$ cat config.mk
export PLATFORM = sky130hd
export DESIGN_NAME = hazard_scheduler
export DESIGN_NICKNAME = d
export VERILOG_FILES = /design/src/rtl/hazard_scheduler.sv
export SDC_FILE = /design/constraint.sdc
export NUM_CORES = 1
export LEC_CHECK = 0
export CORE_MARGIN = 3
export CORE_UTILIZATION = 56
export DETAILED_ROUTE_END_ITERATION = 10
export PLACE_DENSITY = 0.88
export SLEW_MARGIN = 5
export SYNTH_ARGS = -nofsm -noshare
export SYNTH_HDL_FRONTEND = slang
export SYNTH_SLANG_ARGS = --single-unit
export TNS_END_PERCENT = 30
$ cat constraint.sdc
create_clock -name clk -period 5.7 [get_ports clk]
set_input_delay 0.57 -clock clk [delete_from_list [all_inputs] [get_ports clk]]
set_output_delay 0.57 -clock clk [all_outputs]
set_load 0.01 [all_outputs]
$ cat src/rtl/hazard_scheduler.sv
// Issue/stall scheduler for the sf -> s0..s3 pipeline: RAW scoreboard, memory
// port arbitration between fetch and s2 data access, and a RUN/DRAIN/IDLE mode FSM.
module hazard_scheduler #(
  parameter int REG_ADDR_W  = 5,
  parameter int STALL_CNT_W = 16
) (
  input  logic                   clk,
  input  logic                   rst,
  input  logic                   clk_enable,
  input  logic                   sf_valid,
  input  logic [REG_ADDR_W-1:0]  sf_rs1,
  input  logic [REG_ADDR_W-1:0]  sf_rs2,
  input  logic                   sf_uses_rs1,
  input  logic                   sf_uses_rs2,
  input  logic [REG_ADDR_W-1:0]  sf_rd,
  input  logic                   sf_writes_rd,
  input  logic                   sf_is_mem,
  input  logic                   flush,
  input  logic                   drain_req,
  output logic                   issue,
  output logic                   pc_hold,
  output logic                   mem_sel_data,
  output logic                   drained,
  output logic [STALL_CNT_W-1:0] stall_count
);

  typedef enum logic [1:0] {
    RUN   = 2'd0,
    DRAIN = 2'd1,
    IDLE  = 2'd2
  } state_t;

  typedef struct packed {
    logic                  valid;
    logic [REG_ADDR_W-1:0] rd;
    logic                  writes_rd;
    logic                  is_mem;
  } entry_t;

  localparam int NUM_STAGES = 4;

  state_t state_q, state_d;
  entry_t stage_q [NUM_STAGES];
  entry_t sf_entry;
  logic   raw_hazard;
  logic   stall_inc;
  logic   pipe_empty_next;

  assign sf_entry = '{valid: 1'b1, rd: sf_rd, writes_rd: sf_writes_rd, is_mem: sf_is_mem};

  // s3 is excluded: the register file writes in the first half and reads in the second.
  always_comb begin
    // NOTE: every always_comb output gets a default first, so no path can infer a latch.
    raw_hazard = 1'b0;
    for (int i = 0; i < NUM_STAGES - 1; i++) begin
      if (stage_q[i].valid && stage_q[i].writes_rd) begin
        if (sf_uses_rs1 && (sf_rs1 != '0) && (sf_rs1 == stage_q[i].rd)) raw_hazard = 1'b1;
        if (sf_uses_rs2 && (sf_rs2 != '0) && (sf_rs2 == stage_q[i].rd)) raw_hazard = 1'b1;
      end
    end
  end

  assign issue     = sf_valid & ~flush & ~raw_hazard & ~mem_sel_data & (state_q == RUN);
  assign pc_hold   = ~issue & ~flush;
  assign stall_inc = sf_valid & ~flush & ~issue;
  assign drained   = (state_q == IDLE);

  // True when s0..s3 will all be bubbles once the current advance has shifted.
  assign pipe_empty_next = ~issue & ~stage_q[0].valid & ~stage_q[1].valid & ~stage_q[2].valid;

  always_comb begin
    state_d = state_q;
    unique case (state_q)
      RUN:     if (drain_req)       state_d = DRAIN;
      DRAIN:   if (pipe_empty_next) state_d = IDLE;
      IDLE:    if (!drain_req)      state_d = RUN;
      default:                      state_d = RUN;
    endcase
  end

  always_ff @(posedge clk) begin
    // NOTE: sequential state uses non-blocking assignments only, so every register
    // samples pre-edge values and the stage shift below needs no ordering care.
    if (rst) begin
      state_q      <= RUN;
      mem_sel_data <= 1'b0;
      stall_count  <= '0;
      // NOTE: the scoreboard is a handful of flops, not a RAM, so it is reset in
      // full; a stale valid bit after reset would create phantom hazards.
      for (int i = 0; i < NUM_STAGES; i++) stage_q[i] <= '0;
    end else if (clk_enable) begin
      state_q      <= state_d;
      stage_q[0]   <= issue ? sf_entry : '0;
      for (int i = 1; i < NUM_STAGES; i++) stage_q[i] <= stage_q[i-1];
      // Registered so the address mux select is stable for the whole s2 cycle.
      mem_sel_data <= stage_q[1].valid & stage_q[1].is_mem;
      if (stall_inc && (stall_count != '1)) stall_count <= stall_count + STALL_CNT_W'(1);
    end
  end

endmodule

==> impl_metrics.ini, run 1 <==
[cts]
post_cts_buffers = 0
root_buffer = clkbuf_8
clkSinkCount = 42
cts_buffer_depth = 2
htree_levels = 2
cts_buffers = 5
cts_tree = done
clk_pin_slew_ns = 0.08
cts_resized = 0
hold_buffers = 0
clk-insertion-delay-late_ns = 0.29

[min_path]
hp-class = reg2reg
hp-start = stage_q[0][8]

[global_routing]
grt.total_usage = 0.207
grt_antenna_before_repair = 0
overflow = 0
grt_pass1_wl_um = 8340
grt_pass1_vias = 1822
grt_max_degree = 30

[power_and_ir_drop]
power_uw = 698
powerDensity_nw_per_um2 = 235
power.leakage_uw = 0.00110
ir_drop_uv = 220

[place]
portBuffers = 44
hpwl_um = 3770
post-place-ws_ns = 2.18
globalplace.congestion = 0.901

[floorplan]
row_count = 23
die_w_um = 71.2
fp.dieArea_sq_um = 5070
io_pins = 45
initial_core_util = 0.587
die-height_um = 71.2
core-area_sq_um = 4060

[yosys]
synth_edf_count = 23
synth_xor_area_frac = 0.125
ys_seq_area_frac = 0.450
synth_warnings = 0
syn_inst = 236
synth_area_sq_um = 2380
yosys-top-cells-area = edfxtp_1 29%, dfxtp_1 16%, xnor2_1 9.2%
ys.flop_type = edfxtp_1
synth_compound_area_frac = 0.0825
ys_seq_elements = 42
synthAdderAreaFrac = 0.00525
synth_fp_nets = 262
ys_types = 45
yosys.area_share.simple = 0.265
synth_top_area_share = 0.290
muxShareOfSynthArea = 0.0378
syn_area_per_cell_sq_um = 10.1
async_flop_share = 0
synth_top_family_by_area = simple AND/OR/NAND/NOR gates
synth_area_leader_cell = edfxtp_1

[worst_setup_path]
worstPathRequired_ns = 5.13
end_kind = primary output
path_class = in2out
cp-startpoint = sf_rs1[0]
crit_arrival_ns = 2.96
r2r_start = stall_count[3]
cp_max_fo = 11
start_kind = primary input

[sta]
fin_skew_ns = 0.00542
fin_crit_sh = 0.620
slew_headroom = 0.334
final-hold-violation-count = 0
rsz0062_at_grt = false
maxSlewViolCount = 0
setup_violations = 0
tightestPinTransition_ns = 0.995
timing.setup.tns_ns = 0
min_period_ns = 3.53
layout_setup_ws_ns = 2.17
max_freq_mhz = 283

[finish]
final_common_cell = clkdlybuf4s50_1
fillers = 297
diodes = 0
fin_nets = 306
syn2layout_area_growth_pct = 24.5
layout_common_cells = 44 x clkdlybuf4s50_1, 25 x xnor2_1, 24 x nor2_1
drive_above_1_share = 0.0783

[status]
status = complete, no violations

[detailed_routing]
via_per_inst = 5.75
drc = 0
drt_pass1_iterations = 4
ant_nets = 0
post_drt_wl_per_cell_um = 15.3
num_vias = 1902
first_iter_violations = 156
wirelength_um = 5050

[run]
drv_cap = 0
## power by group
| part | leakage, uW | switching, uW | internal (uW) |
|---|---|---|---|
| clock network | 0.0000658 | 102 | 173 |
| registers | 0.000409 | 11.2 | 331 |
| logic | 0.000626 | 38.3 | 42.0 |
## area by class of cell
type	count	area, sq um	share of cell area
clock buffer	5	68.8	0.0232
inverter	6	22.5	0.00759
clock inverter	3	63.8	0.0215
tap	50	62.6	0.0211
timing repair buffer	45	448	0.151
multi-input combinational	180	1230	0.414
sequential	42	1070	0.361
## metal layers
metal  routed length (um)  up-vias  global-route usage  part of all wire
li1                     -      930                   -                 -
met1                 2330      902               0.287              0.46
met2                 2390       62               0.321              0.47
met3                  270        8              0.0407             0.053
met4                   67        0              0.0793             0.013
met5                    0        -                   0                 0
## stage by stage
stage / cell area, sq um / std cells / hold WS [ns] / utilization
after floorplan: 2380 / 236 / 0.436 / -
after global placement: 2830 / 323 / 0.450 / 0.698
after detailed placement: 2830 / 323 / 0.461 / 0.698
after CTS: 2970 / 331 / 0.481 / 0.731
after global routing: 2970 / 331 / 0.501 / 0.731
final: 2970 / 331 / 0.480 / 0.731
## final timing paths
check,to,slack [ns],cells past startpoint
max,pc_hold,2.17,8
min,mem_sel_data,0.48,1
max reg2reg,stall_count[9],3.31,7
min reg2reg,mem_sel_data,0.48,1
## registers in the layout (all words and copies together) (netlist names)
register / count
mem_sel_data: 1
stage_q: 23
stall_count: 16
state_q: 2
## kinds of logic after synthesis
kind of cell | count (synthesis)
flops | 42
mux | 8
buf+inv | 14
xor+xnor | 34
simple gates | 109
compound gates | 28
fa+ha+maj | 1
## cells in the mapped netlist (2+ instances only)
library cell	instances
buf_6	4
nand3_1	8
xnor2_1	25
a21oi_1	6
clkbuf_1	4
nor2b_1	8
edfxtp_1	23
o21a_1	2
nor3_1	7
and3_1	9
o21ai_0	5
mux2_1	7
or4_1	2
dfxtp_1	19
o31ai_1	3
nor3_4	2
nor2_1	24
xor2_1	9
inv_1	6
nand2_1	10
and2_1	16
nand4_1	12
or4_4	2
nand4b_1	2
## worst max-delay path, stage by stage
cell	delay (ns)
clkdlybuf4s50_1	0.54
xor2_1	0.22
or4_4	0.54
o21ai_2	0.16
inv_1	0.06
o211a_1	0.21
nor2_1	0.13
clkdlybuf4s50_1	0.54
Note: power is estimated with default switching activity, not from simulation.
==> run 2: changes to the inputs <==
Settings changed: CORE_UTILIZATION 56 to 52, PLACE_DENSITY 0.88 to 0.83.
Clock period 5.7 ns to 3.59 ns, I/O delays scaled along.
==> run 2 against run 1 <==
Via count up 0.53%. Clock skew up 0.0042 ns. Combinational power up 59%. Sequential power up 59%. Sequential cell count unchanged. Register-to-register slack worse by 2.1 ns. Clock-buffer cell count unchanged. Setup slack worse by 1.7 ns. Critical path type unchanged.
==> impl_metrics.ini, run 2 (same netlist as run 1, synthesis figures left out) <==
[status]
status = complete, no violations

[cts]
clkSinkCount = 42
hold_buffers = 0
htree_levels = 2
clk_pin_slew_ns = 0.08
post_cts_buffers = 0
root_buffer = clkbuf_8
cts_buffers = 5
cts_resized = 0
clk-insertion-delay-late_ns = 0.30
cts_tree = done
cts_buffer_depth = 2

[sta]
max_freq_mhz = 319
hold_slack_ns = 0.483
slew_headroom = 0.400
timing.setup.tns_ns = 0
rsz0062_at_grt = false
setup_violations = 0
maxSlewViolCount = 0
fin_skew_ns = 0.00958
tightestPinTransition_ns = 0.900
final-hold-violation-count = 0
min_period_ns = 3.13
fin_crit_sh = 0.873

[finish]
largest_reg_flops = 23
fillers = 319
syn2layout_area_growth_pct = 23.1
layout_common_cells = 44 x clkdlybuf4s50_1, 25 x xnor2_1, 24 x nor2_1
diodes = 0
reg_top3 = stage_q: 23 flops, stall_count: 16 flops, state_q: 2 flops
largest-register = stage_q
final_common_cell = clkdlybuf4s50_1
fin_nets = 307
drive_above_1_share = 0.0851

[floorplan]
die-height_um = 73.7
initial_core_util = 0.567
core-area_sq_um = 4200
die_w_um = 73.7
row_count = 23
io_pins = 45
fp.dieArea_sq_um = 5430

[detailed_routing]
via_per_inst = 5.76
first_iter_violations = 138
num_vias = 1912
drt_pass1_iterations = 4
wirelength_um = 5230
ant_nets = 0
drc = 0
post_drt_wl_per_cell_um = 15.8

[global_routing]
grt.total_usage = 0.201
grt_antenna_before_repair = 0
overflow = 0
grt_max_degree = 30
grt_pass1_vias = 1818
grt_pass1_wl_um = 8450

[power_and_ir_drop]
pwr-share-seq = 0.553
powerDensity_nw_per_um2 = 335
power.leakage_uw = 0.00108
p_int_uw = 732
swShare = 0.255
ir_drop_uv = 300
p_sw_uw = 251
pwr-share-clk = 0.316
combPwrFrac = 0.131

[worst_setup_path]
worstPathRequired_ns = 3.23
path_common_cell = clkdlybuf4s50_1
path_class = in2out
critPathSlowestCell = clkdlybuf4s50_1
end_kind = primary output
start_kind = primary input
slowest_delay_ns = 0.55
worstPathCellList = clkdlybuf4s50_1 > xor2_1 > or4_4 > o21ai_2 > inv_1 > o211a_1 > nor2_1 > clkdlybuf4s50_1
crit_arrival_ns = 2.77
cp_max_fo = 11
cp_top_family = buffers and inverters
worst-path-buf-inv = 3

[place]
hpwl_um = 3830
portBuffers = 44
globalplace.congestion = 0.913

[min_path]
hp-class = reg2reg

[run]
drv_cap = 0
-- run 2: cell types whose count changed in the layout (fill, tap and decap cells not counted) --
cell | previous run | this run
buf_4 | 1 | 2
inv_6 | 0 | 1
clkinv_1 | 1 | 0
clkinvlp_4 | 0 | 2
bufinv_16 | 2 | 0
-- run 2: final cells by class --
class / count / area, sq um / area share
Multi-Input combinational cell: 180 / 1230 / 0.419
Sequential cell: 42 / 1070 / 0.365
Timing Repair Buffer: 46 / 455 / 0.155
Clock buffer: 5 / 68.8 / 0.0235
Tap cell: 50 / 62.6 / 0.0213
Clock inverter: 3 / 23.8 / 0.00811
Inverter: 6 / 22.5 / 0.00768
-- run 2: path summary, 6_finish.rpt --
path	slack (ns)	cells after the start	start	end
worst max-delay path	0.46	8	sf_rs1[0]	pc_hold
worst min register to register	0.48	1	stage_q[0][8]	mem_sel_data
worst max register to register	1.19	8	stall_count[0]	stall_count[13]
worst min-delay path	0.48	1	stage_q[0][8]	mem_sel_data
-- run 2: per-stage QoR --
step / util / total power, uW / area (sq um) / cells / setup WS [ns]
4_1_cts: 0.698 / 988 / 2930 / 332 / 0.468
3_3_place_gp: 0.676 / 678 / 2840 / 324 / 0.515
5_1_grt: 0.698 / 1020 / 2930 / 332 / 0.326
6_report: 0.698 / 982 / 2930 / 332 / 0.456
3_5_place_dp: 0.676 / 681 / 2840 / 324 / 0.471
2_1_floorplan: - / 624 / 2380 / 236 / 1.40
-- run 2: metal layers --
metal  track usage  vias to the layer above  wire length [um]  part of all wire
li1              -                      933                 -                 -
met1         0.290                      915              2370              0.45
met2         0.306                       60              2490              0.48
met3        0.0438                        4               332             0.063
met4        0.0523                        0                45            0.0086
met5             0                        -                 0                 0
-- run 2: power groups by stage --
stage | Sequential, uW | Combinational (uW) | Clock, uW
global placement | 553 | 125 | 0
finish | 543 | 128 | 311
CTS | 543 | 129 | 316
global route | 546 | 141 | 336
floorplan | 549 | 75.4 | 0
detailed placement | 554 | 127 | 0
